**config.mk**
```make
export PLATFORM = sky130hd
export DESIGN_NAME = gf180mcu_fd_sc_mcu9t5v0__clkdiv_prog
export DESIGN_NICKNAME = d
export VERILOG_FILES = /design/src/rtl/gf180mcu_fd_sc_mcu9t5v0__clkdiv_prog.sv
export SDC_FILE = /design/constraint.sdc
export NUM_CORES = 1
export LEC_CHECK = 0
export CORE_AREA = 2 2 81 64
export DETAILED_ROUTE_END_ITERATION = 16
export DIE_AREA = 0 0 83 66
export PLACE_DENSITY = 0.71
export SYNTH_ARGS = -nofsm -noshare
export SYNTH_HDL_FRONTEND = slang
export SYNTH_SLANG_ARGS = --single-unit
```
**constraint.sdc**
```tcl
create_clock -name CLK -period 2.5 [get_ports CLK]
set_input_delay 0.25 -clock CLK [delete_from_list [all_inputs] [get_ports CLK]]
set_output_delay 0.25 -clock CLK [all_outputs]
set_load 0.01 [all_outputs]
```
**src/rtl/gf180mcu_fd_sc_mcu9t5v0__clkdiv_prog.sv**
```systemverilog
// gf180mcu_fd_sc_mcu9t5v0__clkdiv_prog
//   Programmable clock divider / clock-enable generator. From CLK it derives a
//   registered divided clock Z (high for H=(N+1)>>1 cycles, low for N-H cycles)
//   and a one-cycle strobe ZP in the first cycle of every Z period. The ratio N
//   can be reloaded at runtime; while running, a new ratio is held pending and
//   only takes effect at a period boundary, so Z never produces a runt pulse
//   except when RST cuts a period short.
//
// Ports
//   CLK    in   clock, all state updates on the rising edge
//   RST    in   synchronous active-high reset, overrides every other input
//   EN     in   run request; dropping it lets the current period finish
//   DIV    in   requested ratio (values below 2 are clamped to 2), sampled on LD
//   LD     in   load strobe for DIV
//   Z      out  divided clock, registered
//   ZP     out  one-cycle pulse in the first cycle of each Z period, registered
//   DIV_Q  out  ratio currently in effect
//   BUSY   out  a loaded ratio is waiting for the next period boundary
//
// Handshake: LD is a one-cycle strobe with no back-pressure. BUSY only reports
// that a ratio is pending; a new LD while BUSY simply replaces the pending ratio.
module gf180mcu_fd_sc_mcu9t5v0__clkdiv_prog #(
    parameter int W       = 8,
    parameter int RST_DIV = 2
) (
    input  logic         CLK,
    input  logic         RST,
    input  logic         EN,
    input  logic [W-1:0] DIV,
    input  logic         LD,
    output logic         Z,
    output logic         ZP,
    output logic [W-1:0] DIV_Q,
    output logic         BUSY
);

    typedef enum logic {
        IDLE = 1'b0,
        RUN  = 1'b1
    } state_t;

    // Reset ratio, clamped the same way as a runtime load.
    localparam logic [W-1:0] RST_N = (RST_DIV < 2) ? W'(2) : W'(RST_DIV);

    function automatic logic [W-1:0] clamp(input logic [W-1:0] v);
        return (v < W'(2)) ? W'(2) : v;
    endfunction

    state_t       state, state_nxt;
    logic [W-1:0] cnt, cnt_nxt;
    logic         z_q, z_nxt;
    logic         zp_q, zp_nxt;
    logic [W-1:0] div_q, div_q_nxt;
    logic [W-1:0] pend, pend_nxt;
    logic         busy, busy_nxt;

    logic         wrap;
    logic [W-1:0] cnt_p1;
    logic [W:0]   high_len;

    // Last cycle of the current period. div_q is always >= 2, so div_q-1
    // cannot underflow.
    assign wrap     = (cnt == div_q - W'(1));
    assign cnt_p1   = cnt + W'(1);
    // Computed one bit wider so N = 2^W-1 does not overflow.
    assign high_len = ({1'b0, div_q} + (W+1)'(1)) >> 1;

    always_ff @(posedge CLK) begin
        if (RST) begin
            state <= IDLE;
            cnt   <= '0;
            z_q   <= 1'b0;
            zp_q  <= 1'b0;
            div_q <= RST_N;
            pend  <= '0;
            busy  <= 1'b0;
        end else begin
            state <= state_nxt;
            cnt   <= cnt_nxt;
            z_q   <= z_nxt;
            zp_q  <= zp_nxt;
            div_q <= div_q_nxt;
            pend  <= pend_nxt;
            busy  <= busy_nxt;
        end
    end

    always_comb begin
        state_nxt = state;
        cnt_nxt   = cnt;
        z_nxt     = 1'b0;
        zp_nxt    = 1'b0;
        div_q_nxt = div_q;
        pend_nxt  = pend;
        busy_nxt  = busy;

        case (state)
            IDLE: begin
                cnt_nxt  = '0;
                busy_nxt = 1'b0;
                if (LD) begin
                    div_q_nxt = clamp(DIV);
                end else if (busy) begin
                    // A load that landed on the stopping edge is still
                    // pending; nothing is running, so apply it right away.
                    div_q_nxt = pend;
                end
                if (EN) begin
                    state_nxt = RUN;
                    z_nxt     = 1'b1;
                    zp_nxt    = 1'b1;
                end
            end

            RUN: begin
                if (wrap) begin
                    // Period boundary: the pending ratio takes effect here so
                    // the next period is generated entirely with the new N.
                    if (busy) begin
                        div_q_nxt = pend;
                        busy_nxt  = 1'b0;
                    end
                    cnt_nxt = '0;
                    if (EN) begin
                        z_nxt  = 1'b1;
                        zp_nxt = 1'b1;
                    end else begin
                        state_nxt = IDLE;
                    end
                end else begin
                    cnt_nxt = cnt_p1;
                    z_nxt   = ({1'b0, cnt_p1} < high_len);
                end
                // Evaluated after the boundary update so a load on the wrap
                // edge becomes the next pending ratio rather than being lost.
                if (LD) begin
                    pend_nxt = clamp(DIV);
                    busy_nxt = 1'b1;
                end
            end

            default: begin
                state_nxt = IDLE;
                cnt_nxt   = '0;
            end
        endcase
    end

    assign Z     = z_q;
    assign ZP    = zp_q;
    assign DIV_Q = div_q;
    assign BUSY  = busy;

endmodule

```
After elaboration in Yosys (flattened, before gate mapping):

Index checks and enable logic that the tools add are counted.

* add/subtract/negate cells: 3
* $mul: 0
* div/mod/pow operators: 0
* order comparisons: 2
* equal/unequal tests: 3
* shifts and indexed selects: 0
* multiplexer cells: 17
* bitwise operators: 1
* reduce and logical (&&, ||, !) cells: 1

Operators by type and width (number)
* $mux W8: 5
* $pmux W8 S2: 2
* $add A8 B1 Y9 const B: 1
* $add A8 B1 Y8 const B: 1
* $eq A8 B8 Y1: 1
* $lt A8 B2 Y1 const B: 1
* $lt A8 B8 Y1: 1
* $pmux W1 S2: 4
* $sub A8 B1 Y8 const B: 1
* $mux W1: 6
* $ne A3 B2 Y1 const B: 1
* $ne A2 B1 Y1 const B: 1
* $reduce_and A2 Y1: 1
* $not A1 Y1: 1

* flip-flop bits (word level): 28
* latch bits: 0
* bits in writable memories: 0
* ROM bits: 0
* input bits: 12
* output and inout port bits: 11
* word-level logic and storage cells: 34
* memories: 0

Longest topological paths before layout:

* depth after elaboration: 5
* gate-level depth with buffers: 10
* depth with buffers taken out: 9

Worst setup path after synthesis:

OpenSTA, ideal clock, no wires.

* path type: register to register
* start point: register div_q[1] (netlist: DIV_Q[1])
* end point: register div_q[0] (netlist: DIV_Q[0])
* library setup time: 0.087 ns
* arrival time: 2.201 ns
* data required time: 2.413 ns
* slack: 0.212 ns
* stages on the path, launching flop included: 9
* path buffers: 0
* clock period less this slack: 2.288 ns
* path through: dfxtp_1 inv_1 ha_1 xor2_1 a2111oi_2 o21ai_1 a22o_4 or4_1 o31ai_1

* word-level cells in the longest chain between the ends: 3

RTL lines
* start: declaration: line 53 `logic [W-1:0] div_q, div_q_nxt;`
* start signal: assignment: line 82 `div_q <= div_q_nxt;`
* $sub A8 B1 Y8: line 63 `assign wrap = (cnt == div_q - W'(1));`
* $eq A8 B8 Y1: line 63
* $ne A2 B1 Y1 (no source line)

No other way between the ends.
A chain may end at the register's enable or synchronous reset.

Worst setup path after layout:

* start point: register div_q[3] (netlist: DIV_Q[3])
* end point: register div_q[2] (netlist: DIV_Q[2])

The elaborated chain is that of the path after synthesis.

==> impl_metrics.xml <==
<?xml version="1.0" encoding="UTF-8"?>
<metrics>
  <group name="setup_path">
    <metric name="timing.critical_path.max_delay_family" unit="">compound AO/OA/AOI/OAI gates</metric>
    <metric name="worstReg2RegEnd" unit="">DIV_Q[2]$_SDFFE_PP0P_</metric>
    <metric name="timing.critical_path.from_type" unit="">flop</metric>
    <metric name="worst-endpoint-required" unit="ps">2670</metric>
    <metric name="criticalPathCategory" unit="">reg2reg</metric>
    <metric name="crit-reg2reg-launch" unit="">DIV_Q[3]$_SDFFE_PP0P_</metric>
    <metric name="critical_path_buf_inv_count" unit="">0</metric>
    <metric name="reg2reg_slack" unit="ps">170</metric>
    <metric name="path_max_fanout" unit="">11</metric>
    <metric name="critPathSlowestCell" unit="">sky130_fd_sc_hd__dfxtp_1</metric>
    <metric name="rr_worst_depth" unit="">6</metric>
    <metric name="sequence_of_cells_on_the_critical_path" unit="">xor2_1, a2111oi_2, o21ai_1, a22o_4, or4_1, o31ai_1</metric>
    <metric name="cp_slowest_stage_delay" unit="ps">630</metric>
    <metric name="arrival" unit="ps">2500</metric>
    <metric name="end_kind" unit="">flop</metric>
  </group>
  <group name="pwr">
    <metric name="total_power" unit="W">0.00184</metric>
    <metric name="cellLeakagePower" unit="nW">0.808</metric>
    <metric name="vdd.ir_drop.worst" unit="mV">0.447</metric>
    <metric name="powerDensity" unit="nW/um^2">854</metric>
  </group>
  <group name="cells_and_area">
    <metric name="seqCellArea" unit="um^2">561</metric>
    <metric name="layout.cells.most_common" unit="">sky130_fd_sc_hd__dfxtp_1</metric>
    <metric name="multi_input_comb_area" unit="um^2">1160</metric>
    <metric name="growth_of_design_area_from_synthesis_to_finish" unit="%">18.5</metric>
    <metric name="nFillCells" unit="">465</metric>
    <metric name="num-nets-final" unit="">259</metric>
    <metric name="fraction_of_final_layout_cells_with_drive_strength_greater_than_1" unit="%">8.09</metric>
    <metric name="most-common-layout-cells" unit="">sky130_fd_sc_hd__dfxtp_1 (28), sky130_fd_sc_hd__a21oi_1 (22), sky130_fd_sc_hd__clkdlybuf4s50_1 (22)</metric>
    <metric name="num_antenna_cells" unit="">0</metric>
  </group>
  <group name="cts">
    <metric name="cts_sinks" unit="">28</metric>
    <metric name="cts.clk_slew.worst_paths" unit="ps">100</metric>
    <metric name="post_cts_resized" unit="">0</metric>
    <metric name="cts_htree_levels" unit="">1</metric>
    <metric name="cts_tree" unit="">built</metric>
    <metric name="clk_path_buf_depth" unit="">2</metric>
    <metric name="cts_buffers" unit="">3</metric>
    <metric name="cts_root_buf" unit="">sky130_fd_sc_hd__clkbuf_8</metric>
    <metric name="clock_latency" unit="ps">280</metric>
    <metric name="post_cts_setup_buffer_count" unit="">0</metric>
    <metric name="cts-hold-fix-buffers" unit="">0</metric>
  </group>
  <group name="route">
    <metric name="routed.top_layer" unit="">met4</metric>
    <metric name="dr.first_iter.drc_count" unit="">110</metric>
    <metric name="met3WireLength" unit="um">171</metric>
    <metric name="wl_met1" unit="um">2170</metric>
    <metric name="route.met2.wl" unit="um">1600</metric>
    <metric name="drt_pass1_iterations" unit="">4</metric>
    <metric name="route.final.wire_length" unit="um">3950</metric>
    <metric name="drtAntennaViolNets" unit="">0</metric>
    <metric name="via_count" unit="">1531</metric>
    <metric name="post-route-drc-count" unit="">0</metric>
    <metric name="post_drt_via_cell_ratio" unit="">5.19</metric>
    <metric name="route.detailed.wl_per_inst" unit="um">13.4</metric>
  </group>
  <group name="yosys">
    <metric name="synth-seq-area-share" unit="%">30.8</metric>
    <metric name="synth_top_cells_by_area" unit="">sky130_fd_sc_hd__dfxtp_1 (31%), sky130_fd_sc_hd__ha_1 (7.6%), sky130_fd_sc_hd__a21oi_1 (6.0%)</metric>
    <metric name="yosysTopAreaCell" unit="">sky130_fd_sc_hd__dfxtp_1</metric>
    <metric name="post_synth_num_cell_types" unit="">41</metric>
    <metric name="synth-edff-count" unit="">0</metric>
    <metric name="postSynthAreaPerCell" unit="um^2">8.40</metric>
    <metric name="ys.warnings.count" unit="">0</metric>
    <metric name="synth_top_cell_area_share" unit="%">30.8</metric>
    <metric name="synth_area" unit="um^2">1820</metric>
    <metric name="ys.flop_type" unit="">sky130_fd_sc_hd__dfxtp_1</metric>
    <metric name="synthCells" unit="">217</metric>
    <metric name="number_of_synthesized_register_bits" unit="">28</metric>
    <metric name="postSynthNetCount" unit="">240</metric>
    <metric name="ys_async_sr_fraction" unit="%">0</metric>
  </group>
  <group name="sta">
    <metric name="slew_headroom" unit="%">49.8</metric>
    <metric name="slew_viol_final" unit="">0</metric>
    <metric name="max_freq" unit="MHz">429</metric>
    <metric name="tns" unit="ps">0</metric>
    <metric name="period_needed" unit="ps">2330</metric>
    <metric name="rsz_0062_raised_after_global_routing" unit="">false</metric>
    <metric name="layout_worst_path_cycle_share" unit="%">93.3</metric>
    <metric name="setup-violations-final" unit="">0</metric>
    <metric name="final.setup_skew" unit="ps">1.95</metric>
    <metric name="worstMarginPinSlew" unit="ps">751</metric>
    <metric name="finalHoldViolations" unit="">0</metric>
  </group>
  <group name="floorplanning">
    <metric name="io-pin-count" unit="">23</metric>
    <metric name="floorplan.initialDensity" unit="%">38.7</metric>
    <metric name="floorplan.die_area" unit="um^2">5480</metric>
    <metric name="die_height" unit="um">66</metric>
    <metric name="die_w" unit="um">83</metric>
    <metric name="core" unit="um^2">4710</metric>
    <metric name="rows" unit="">22</metric>
  </group>
  <group name="placement">
    <metric name="post-dp-hpwl" unit="um">3040</metric>
    <metric name="gp_routability_congestion" unit="">0.834</metric>
    <metric name="buffer_ports.inserted" unit="">22</metric>
  </group>
  <group name="job">
    <metric name="maxCapViolations" unit="">0</metric>
  </group>
  <group name="hold_path">
    <metric name="hold_path_end" unit="">pend[5]$_SDFFE_PP0P_</metric>
    <metric name="hp-start" unit="">pend[5]$_SDFFE_PP0P_</metric>
    <metric name="worstHoldPathType" unit="">reg2reg</metric>
    <metric name="timing.hold.worst_path_depth" unit="">2</metric>
  </group>
  <group name="grt">
    <metric name="antenna_found_initial" unit="">0</metric>
    <metric name="grt_first_pass_wirelength" unit="um">6660</metric>
    <metric name="vias_in_the_first_global_route" unit="">1384</metric>
    <metric name="total_congestion_overflow" unit="">0</metric>
    <metric name="globalRouteTotalUtil" unit="%">14.8</metric>
    <metric name="grt_start_max_net_pins" unit="">25</metric>
  </group>
  <group name="status">
    <metric name="status" unit="">completed</metric>
  </group>
</metrics>
==> per-layer routing <==
layer	track usage [%]	up-vias
li1	-	810
met1	22.9	692
met2	21.6	27
met3	3.25	2
met4	1.23	0
met5	0	-
==> worst max-delay path by stage <==
stage	cells after the start	slack [ps]	to	from
2_1_floorplan	8	210	DIV_Q[0]$_SDFFE_PP0P_	DIV_Q[1]$_SDFFE_PP1P_
4_1_cts	6	170	DIV_Q[2]$_SDFFE_PP0P_	DIV_Q[3]$_SDFFE_PP0P_
5_1_grt	6	30	DIV_Q[2]$_SDFFE_PP0P_	DIV_Q[3]$_SDFFE_PP0P_
6_report	6	170	DIV_Q[2]$_SDFFE_PP0P_	DIV_Q[3]$_SDFFE_PP0P_
3_3_place_gp	6	220	DIV_Q[2]$_SDFFE_PP0P_	DIV_Q[3]$_SDFFE_PP0P_
3_5_place_dp	6	190	DIV_Q[2]$_SDFFE_PP0P_	DIV_Q[3]$_SDFFE_PP0P_
==> synth_stat cells (all sizes together), types with 4 or more instances <==
cell type	count
dfxtp	28
a21oi	22
nand2	19
nor2	15
xnor2	12
ha	11
and2	8
clkbuf	8
nand3	8
o21ai	8
buf	7
mux2i	7
or4	7
xor2	7
inv	6
nand2b	4
nor3	4
nor4	4
==> final cells by class <==
type                       instances  share of cell area, %
tap                               60                   3.48
timing repair buffer              29                   12.6
sequential                        28                   26.0
clock buffer                       3                   1.91
inverter                           6                   1.04
multi-input combinational        168                   53.6
clock inverter                     1                   1.39
==> where the power goes <==
| part | switching (W) | leakage [nW] | internal [W] | total [W] |
|---|---|---|---|---|
| combinational | 0.000441 | 0.544 | 0.000417 | 0.000858 |
| sequential | 0.000105 | 0.228 | 0.000516 | 0.000621 |
| clock | 0.000149 | 0.0357 | 0.000215 | 0.000364 |
| total | 0.000695 | 0.808 | 0.00115 | 0.00184 |
==> flip-flops by register name (all words and copies together), names as in the netlist <==
register	cells
pend	8
state	1
ZP	1
BUSY	1
DIV_Q	8
Z	1
cnt	8
==> kinds of logic after synthesis <==
group / synth area share [%]
simple gates: 23.1
xor+xnor: 9.13
flops: 30.8
fa+ha+maj: 7.55
buf+inv: 5.77
compound gates: 19.8
mux: 3.85
==> per-stage QoR <==
| stage | hold slack (ps) | worst slack [ps] | std cells | instance area [um^2] | util [%] |
|---|---|---|---|---|---|
| after detailed placement | 451 | 188 | 291 | 2090 | 44.3 |
| after CTS | 465 | 169 | 295 | 2160 | 45.9 |
| after global placement | 446 | 218 | 291 | 2090 | 44.3 |
| after global routing | 487 | 26.1 | 295 | 2160 | 45.9 |
| after floorplan | 386 | 212 | 217 | 1820 | - |
| final | 467 | 169 | 295 | 2160 | 45.9 |
==> tightest hold or removal path: cells and delay by family, from the launching register on <==
| kind | cells | cell delay (ps) |
|---|---|---|
| flip-flops | 1 | 330 |
| AND/OR/NAND/NOR | 1 | 50 |
| AO/OA/AOI/OAI | 1 | 50 |
(Power assumes the default switching activity.)
